===== config.mk =====
export PLATFORM = sky130hd
export DESIGN_NAME = grad_frame_seq
export DESIGN_NICKNAME = d
export VERILOG_FILES = /design/src/rtl/grad_frame_seq.sv
export SDC_FILE = /design/constraint.sdc
export NUM_CORES = 1
export LEC_CHECK = 0
export CAP_MARGIN = 10
export CORE_UTILIZATION = 45
export CTS_BUF_LIST = sky130_fd_sc_hd__clkbuf_2
export DETAILED_ROUTE_END_ITERATION = 10
export GPL_TIMING_DRIVEN = 1
export PLACE_DENSITY = 0.71
export SKIP_LAST_GASP = 1
export SLEW_MARGIN = 0
export SYNTH_ARGS = -nofsm -noshare
export SYNTH_HDL_FRONTEND = slang
export SYNTH_SLANG_ARGS = --single-unit

===== constraint.sdc =====
create_clock -name clk -period 2.2 [get_ports clk]
set_clock_uncertainty 0.2 [all_clocks]
set_input_delay 0.55 -clock clk [delete_from_list [all_inputs] [get_ports clk]]
set_output_delay 0.55 -clock clk [all_outputs]
set_load 0.005 [all_outputs]

===== src/rtl/grad_frame_seq.sv =====
// Frame sequencer for the Sobel gradient stage: walks prime/run/flush/drain and tags valid window results.
// Pixels are accepted the same cycle as pix_valid & pix_ready; grad_out_valid trails its tag by GRAD_LAT cycles.
module grad_frame_seq #(
  parameter int IMG_W    = 640,
  parameter int IMG_H    = 480,
  parameter int H_BLANK  = 2,
  parameter int GRAD_LAT = 6
) (
  input  logic        clk,
  input  logic        rst,
  input  logic        start,
  input  logic        pix_valid,
  output logic        pix_ready,
  output logic        en_1,
  output logic        edg,
  output logic [3:0]  state,
  output logic [10:0] col,
  output logic [10:0] row,
  output logic        busy,
  output logic        grad_out_valid,
  output logic        frame_done
);

  typedef enum logic [3:0] {
    S_PRIME = 4'b0001,
    S_RUN   = 4'b0010,
    S_FLUSH = 4'b0100,
    S_IDLE  = 4'b1000
  } state_t;

  localparam logic [10:0] W_LAST    = 11'(IMG_W - 1);
  localparam logic [10:0] H_LAST    = 11'(IMG_H - 1);
  localparam logic [15:0] HB_LAST   = 16'(H_BLANK - 1);
  localparam logic [15:0] TAIL_LAST = 16'(H_BLANK + GRAD_LAT - 1);

  state_t              state_q, state_n;
  logic [10:0]         col_n, row_n;
  logic [15:0]         cnt_q, cnt_n;
  logic                pix_ready_n, edg_n, frame_done_n;
  logic                sh, tag;
  logic [GRAD_LAT-1:0] dl_q;

  assign en_1           = pix_valid & pix_ready;
  assign state          = state_q;
  assign busy           = ~state_q[3];
  assign grad_out_valid = dl_q[GRAD_LAT-1];

  always_ff @(posedge clk) begin
    if (rst) begin
      state_q    <= S_IDLE;
      col        <= '0;
      row        <= '0;
      cnt_q      <= '0;
      pix_ready  <= 1'b0;
      edg        <= 1'b0;
      frame_done <= 1'b0;
      dl_q       <= '0;
    end else begin
      state_q    <= state_n;
      col        <= col_n;
      row        <= row_n;
      cnt_q      <= cnt_n;
      pix_ready  <= pix_ready_n;
      edg        <= edg_n;
      frame_done <= frame_done_n;
      dl_q[0]    <= tag;
      for (int i = 1; i < GRAD_LAT; i++) dl_q[i] <= dl_q[i-1];
    end
  end

  // Mirror of the gradient unit's own shift enable, so tags line up with its window.
  always_comb begin
    sh = 1'b0;
    case (state_q)
      S_PRIME, S_RUN: sh = en_1;
      S_FLUSH:        sh = ~edg;
      default:        sh = 1'b0;
    endcase
    tag = sh & (col >= 11'd2) & (row >= 11'd2);
  end

  always_comb begin
    state_n      = state_q;
    col_n        = col;
    row_n        = row;
    cnt_n        = cnt_q;
    pix_ready_n  = pix_ready;
    edg_n        = edg;
    frame_done_n = 1'b0;
    case (state_q)
      S_IDLE: begin
        if (start) begin
          state_n     = S_PRIME;
          pix_ready_n = 1'b1;
          col_n       = '0;
          row_n       = '0;
          edg_n       = 1'b0;
          cnt_n       = '0;
        end
      end
      S_PRIME, S_RUN: begin
        if (!edg) begin
          if (en_1) begin
            if (col == W_LAST) begin
              col_n       = '0;
              edg_n       = 1'b1;
              pix_ready_n = 1'b0;
              cnt_n       = '0;
            end else begin
              col_n = col + 11'd1;
            end
          end
        end else if (cnt_q == HB_LAST) begin
          edg_n = 1'b0;
          cnt_n = '0;
          row_n = row + 11'd1;
          if (row == H_LAST) begin
            state_n     = S_FLUSH;
            pix_ready_n = 1'b0;
          end else begin
            pix_ready_n = 1'b1;
            if (row == 11'd1) state_n = S_RUN;
          end
        end else begin
          cnt_n = cnt_q + 16'd1;
        end
      end
      S_FLUSH: begin
        // One free-running line of shifts, then blank and latency drain as a single edg=1 tail.
        if (!edg) begin
          if (col == W_LAST) begin
            col_n = '0;
            edg_n = 1'b1;
            cnt_n = '0;
          end else begin
            col_n = col + 11'd1;
          end
        end else if (cnt_q == TAIL_LAST) begin
          state_n      = S_IDLE;
          edg_n        = 1'b0;
          row_n        = '0;
          cnt_n        = '0;
          frame_done_n = 1'b1;
        end else begin
          cnt_n = cnt_q + 16'd1;
        end
      end
      default: state_n = S_IDLE;
    endcase
  end

endmodule


After elaboration in Yosys (flattened, before gate mapping)
Cells that the tools add are included.

word-level totals
  latch bits = 0
  word-level logic and storage cells = 94
  memory bits (read-only) = 0
  memories = 0
  register bits after elaboration = 51
  bits in writable memories = 0

cells by class
  $add $sub $neg = 3
  equal/unequal tests = 21
  shift-type cells = 0
  $mul = 0
  divide/modulo/power cells = 0
  magnitude comparators = 2
  reduce and logical (&&, ||, !) cells = 10
  bitwise operators = 6
  multiplexer cells = 44

operators by type and width
  kind                     number
  $mux W16                 7
  $mux W11                 9
  $pmux W11 S3             2
  $pmux W16 S3             1
  $mux W4                  7
  $add A11 B1 Y11 const B  2
  $ge A11 B2 Y1 const B    2
  $add A16 B1 Y16 const B  1
  $eq A16 B1 Y1 const B    1
  $eq A16 B3 Y1 const B    1
  $ne A2 B2 Y1 const B     8
  $mux W1                  14
  $ne A3 B3 Y1 const B     4
  $pmux W4 S3              1
  $reduce_and A6 Y1        2
  $eq A11 B1 Y1 const B    1
  $eq A11 B10 Y1 const B   1
  $eq A11 B9 Y1 const B    1
  $reduce_and A5 Y1        2
  $eq A4 B1 Y1 const B     1
  $eq A4 B2 Y1 const B     1
  $eq A4 B3 Y1 const B     1
  $eq A4 B4 Y1 const B     1
  $pmux W1 S2              2
  other kinds (9)          13

Longest topological paths before layout
  word-level depth = 6
  gate-level depth with buffers = 8
  depth with buffers taken out = 8

Least setup slack after synthesis
OpenSTA, ideal clock, no wires.

  path type = in2reg
  start point = input start
  end point = register cnt_q[15]
  library setup time = 0.119 ns
  data arrival time = 1.976 ns
  cell stages on the path = 7
  slack = -0.094 ns
  path buffers = 1
  path through = nand3b_1 > a311oi_2 > o21ai_1 > clkbuf_1 > or4_1 > xor2_1 > nor2_1

on the way
  cells in the longest elaborated chain, start to end = 2

ends and longest elaborated chain
  element                      RTL line  text
  start: declaration           11        input logic start,
  $ne A2 B2 Y1 (no line)       -
  $reduce_and A3 Y1 (no line)  -
  end signal: assignment       62        cnt_q <= cnt_n;
  end: declaration             38        logic [15:0] cnt_q, cnt_n;

No other way between the ends.
A chain may end at the register's enable or synchronous reset.

Worst setup path after layout
  start point = register cnt_q[5]
  end point = register row[0]

on the way
  cells in the longest elaborated chain, start to end = 3
  elaborated cells on any way between the ends = 5

ends and longest elaborated chain
  element                                                RTL line  text
  $eq A16 B3 Y1 / $eq A16 B1 Y1 (equally long branches)  138, 113
  $ne A2 B2 Y1 (no line)                                 -
  $reduce_and A6 Y1 (no line) *                          -
  end signal: assignment                                 61        row <= row_n;
  end: declaration                                       18        output logic [10:0] row,

Mark *: on every way between the ends. The rest lies on a longest branch, timed or not.

==> flow_summary.json <==
{
  "antenna_found_initial": 0,
  "period_minus_slack_ns": 2.31,
  "drc": 0,
  "slew_headroom": 0.672,
  "cap_viol_max_count": 0,
  "viasPerCell": 5.89,
  "p_leak_nw": 1.78,
  "powerDensity_mw_per_mm2": 390,
  "peakVddDrop_v": 0.000316,
  "grt_pass1_wl_mm": 14.0,
  "synth_area_leaders": "dfxtp_1, nor2_1, a21oi_1",
  "hold_viol_final": 0,
  "yosysSeqAreaShare": 0.340,
  "whs_ns": 0.262,
  "grtUsageMet1": 0.325,
  "io_buffers": 35,
  "ys_ff_latch": 51,
  "synth.top_cell.area_share": 0.340,
  "place_ws_ns": -0.549,
  "hold_path_end": "dl_q[5]$_SDFF_PP0_",
  "layout_common_cells": "buf_4, nor2_1, nand2_1",
  "reg2reg_from": "cnt_q[5]$_SDFFE_PP0P_",
  "worstPathRequired_ns": 2.35,
  "die_h_um": 83.7,
  "layout.cells.non_filler": 561,
  "worstHoldPathType": "reg2reg",
  "vias": 3306,
  "die_area_mm2": 0.00701,
  "r2r-end": "row[0]$_SDFFE_PP0P_",
  "finalWirelength_mm": 9.27,
  "coreArea_mm2": 0.00639,
  "yosys_warnings": 0,
  "fmax_ghz": 0.433,
  "rsz0062_at_grt": "yes",
  "synth_edf_count": 0,
  "worstMarginPinSlew_ns": 0.488,
  "register_area_mm2": 0.00107,
  "final_common_cell": "buf_4",
  "initial_core_util": 0.471,
  "clkTransAtPathRegs_ns": 0.26,
  "first_iter_violations": 173,
  "area_growth_syn_to_layout_pct": 48.3,
  "drtAntennaViolNets": 0,
  "place.gp.congestion": 0.886,
  "violations": "negative setup slack",
  "yosysUniqueCellTypes": 57,
  "min_from": "dl_q[4]$_SDFF_PP0_",
  "end_kind": "flop",
  "die_w_um": 83.7,
  "hpwlAfterDp_mm": 6.25,
  "htreeDepth": 2,
  "busiest_layer": "met2",
  "fin_ws_ns": -0.109,
  "synth_area_mm2": 0.00301,
  "outcome": "complete, but fails checks",
  "path_max_fanout": 2,
  "cts_tree": "done",
  "ys.flop_type": "dfxtp_1",
  "cts.path.max_buffers": 2,
  "setup_viol": 15,
  "crit_arrival_ns": 2.46,
  "synth-async-reset-ratio": 0,
  "netlist_instances": 372,
  "power_mw": 1.74,
  "dr.pass1.iters": 5,
  "finalMaxSlewViolations": 0,
  "grtUsageMet3": 0.0366,
  "finalCritPeriodShare": 1.05,
  "worstSetupPathType": "reg2reg",
  "numCtsBuffers": 5,
  "grt_usage": 0.244,
  "cts_sinks": 51,
  "num_io_pins": 36,
  "nNetsFinal": 494,
  "antenna_cells": 0,
  "synth_largest_area_cell": "dfxtp_1",
  "syn_nets": 383,
  "final.fill_count": 496,
  "whs_path_depth": 1,
  "crit_path_start_kind": "flop",
  "overflow": 0,
  "r2r_slack_ns": -0.11,
  "drive_gt1_frac": 0.362,
  "placed_cells": 541,
  "grt_max_degree": 26,
  "wl_per_cell_um": 16.5,
  "avgSynthCellArea_um2": 8.08,
  "setup_tns_ns": -0.461,
  "clkLatencyLatePin_ns": 0.42,
  "fp-row-count": 29,
  "met2_usage": 0.401,
  "cts_root_buf": "clkbuf_2",
  "multiInputGateArea_mm2": 0.00215,
  "hold_buffers": 0,
  "grt_pass1_vias": 3011,
  "reg2reg_depth": 7
}
==> per-layer routing <==
| layer | part of all wire | up-vias | wire length [um] |
|---|---|---|---|
| met4 | 0.019 | 0 | 179 |
| met2 | 0.50 | 97 | 4650 |
| met3 | 0.040 | 20 | 367 |
| met5 | 0 | - | 0 |
| li1 | - | 1584 | - |
| met1 | 0.44 | 1605 | 4080 |
==> final cells by class <==
type,count,area share
clock inverters,2,0.00168
clock buffers,6,0.00674
inverters,8,0.00674
well taps,77,0.0216
flip-flops and latches,51,0.240
multi-input cells,296,0.482
repair buffers,121,0.241
==> cells in the mapped netlist (9+ instances only) <==
library cell / instances
a21oi_1: 26
and3_1: 14
clkbuf_1: 12
dfxtp_1: 51
nand2_1: 31
nand3_1: 26
nor2_1: 38
nor2b_1: 10
nor3_1: 17
o21ai_0: 17
xnor2_1: 9
==> worst max-delay path: stages (launching register included) <==
cell and delay [ns]:
dfxtp_2 0.40, nor4_4 0.25, buf_4 0.16, and4_4 0.24, a31oi_1 0.14, or3_1 0.41
or3_1 0.32, a21oi_1 0.12
==> timing repair <==
item / 4_1_cts / 5_1_grt
gates resized for setup: 58 / 56
buffers inserted: 4 / 8
hold endpoints to repair: 0 / 0
setup endpoints to repair: 41 / 51
pin swaps: 11 / 25
==> metrics by stage <==
stage	util	area, um^2
finish	0.698	4460
global route	0.698	4460
CTS	0.653	4170
detailed placement	0.618	3950
global placement	0.618	3950
floorplan	-	3020
==> how the worst max path moves through the flow <==
stage                           start                     end  slack [ns]  cells past startpoint
6_report        cnt_q[5]$_SDFFE_PP0P_     row[0]$_SDFFE_PP0P_       -0.11                      7
3_5_place_dp                    start  cnt_q[13]$_SDFFE_PP0P_       -0.55                      8
5_1_grt         cnt_q[5]$_SDFFE_PP0P_     row[0]$_SDFFE_PP0P_       -0.17                      7
4_1_cts        pix_ready$_SDFFE_PP0P_                    en_1        -0.1                      3
3_3_place_gp                    start  cnt_q[15]$_SDFFE_PP0P_       -0.54                      8
2_1_floorplan                   start  cnt_q[15]$_SDFFE_PP0P_      -0.008                      7
==> registers in the layout, indices dropped and copies added, names as in the netlist <==
| signal | flops |
|---|---|
| cnt_q | 16 |
| col | 11 |
| row | 11 |
| dl_q | 6 |
| state | 4 |
| edg | 1 |
| frame_done | 1 |
| pix_ready | 1 |
==> power breakdown <==
group	leakage, nW	internal [mW]	switching, mW
combinational	1.33	0.190	0.223
sequential	0.426	0.934	0.0175
clock	0.0281	0.0766	0.296
==> logic make-up after synthesis <==
family / synth area share
flip-flops: 0.340
multiplexers: 0.00333
AND/OR/NAND/NOR: 0.386
AO/OA/AOI/OAI: 0.161
adder cells (fa/ha/maj): 0.0291
XOR/XNOR: 0.0433
buffers and inverters: 0.0375
Power figures use the tool's default switching activity.
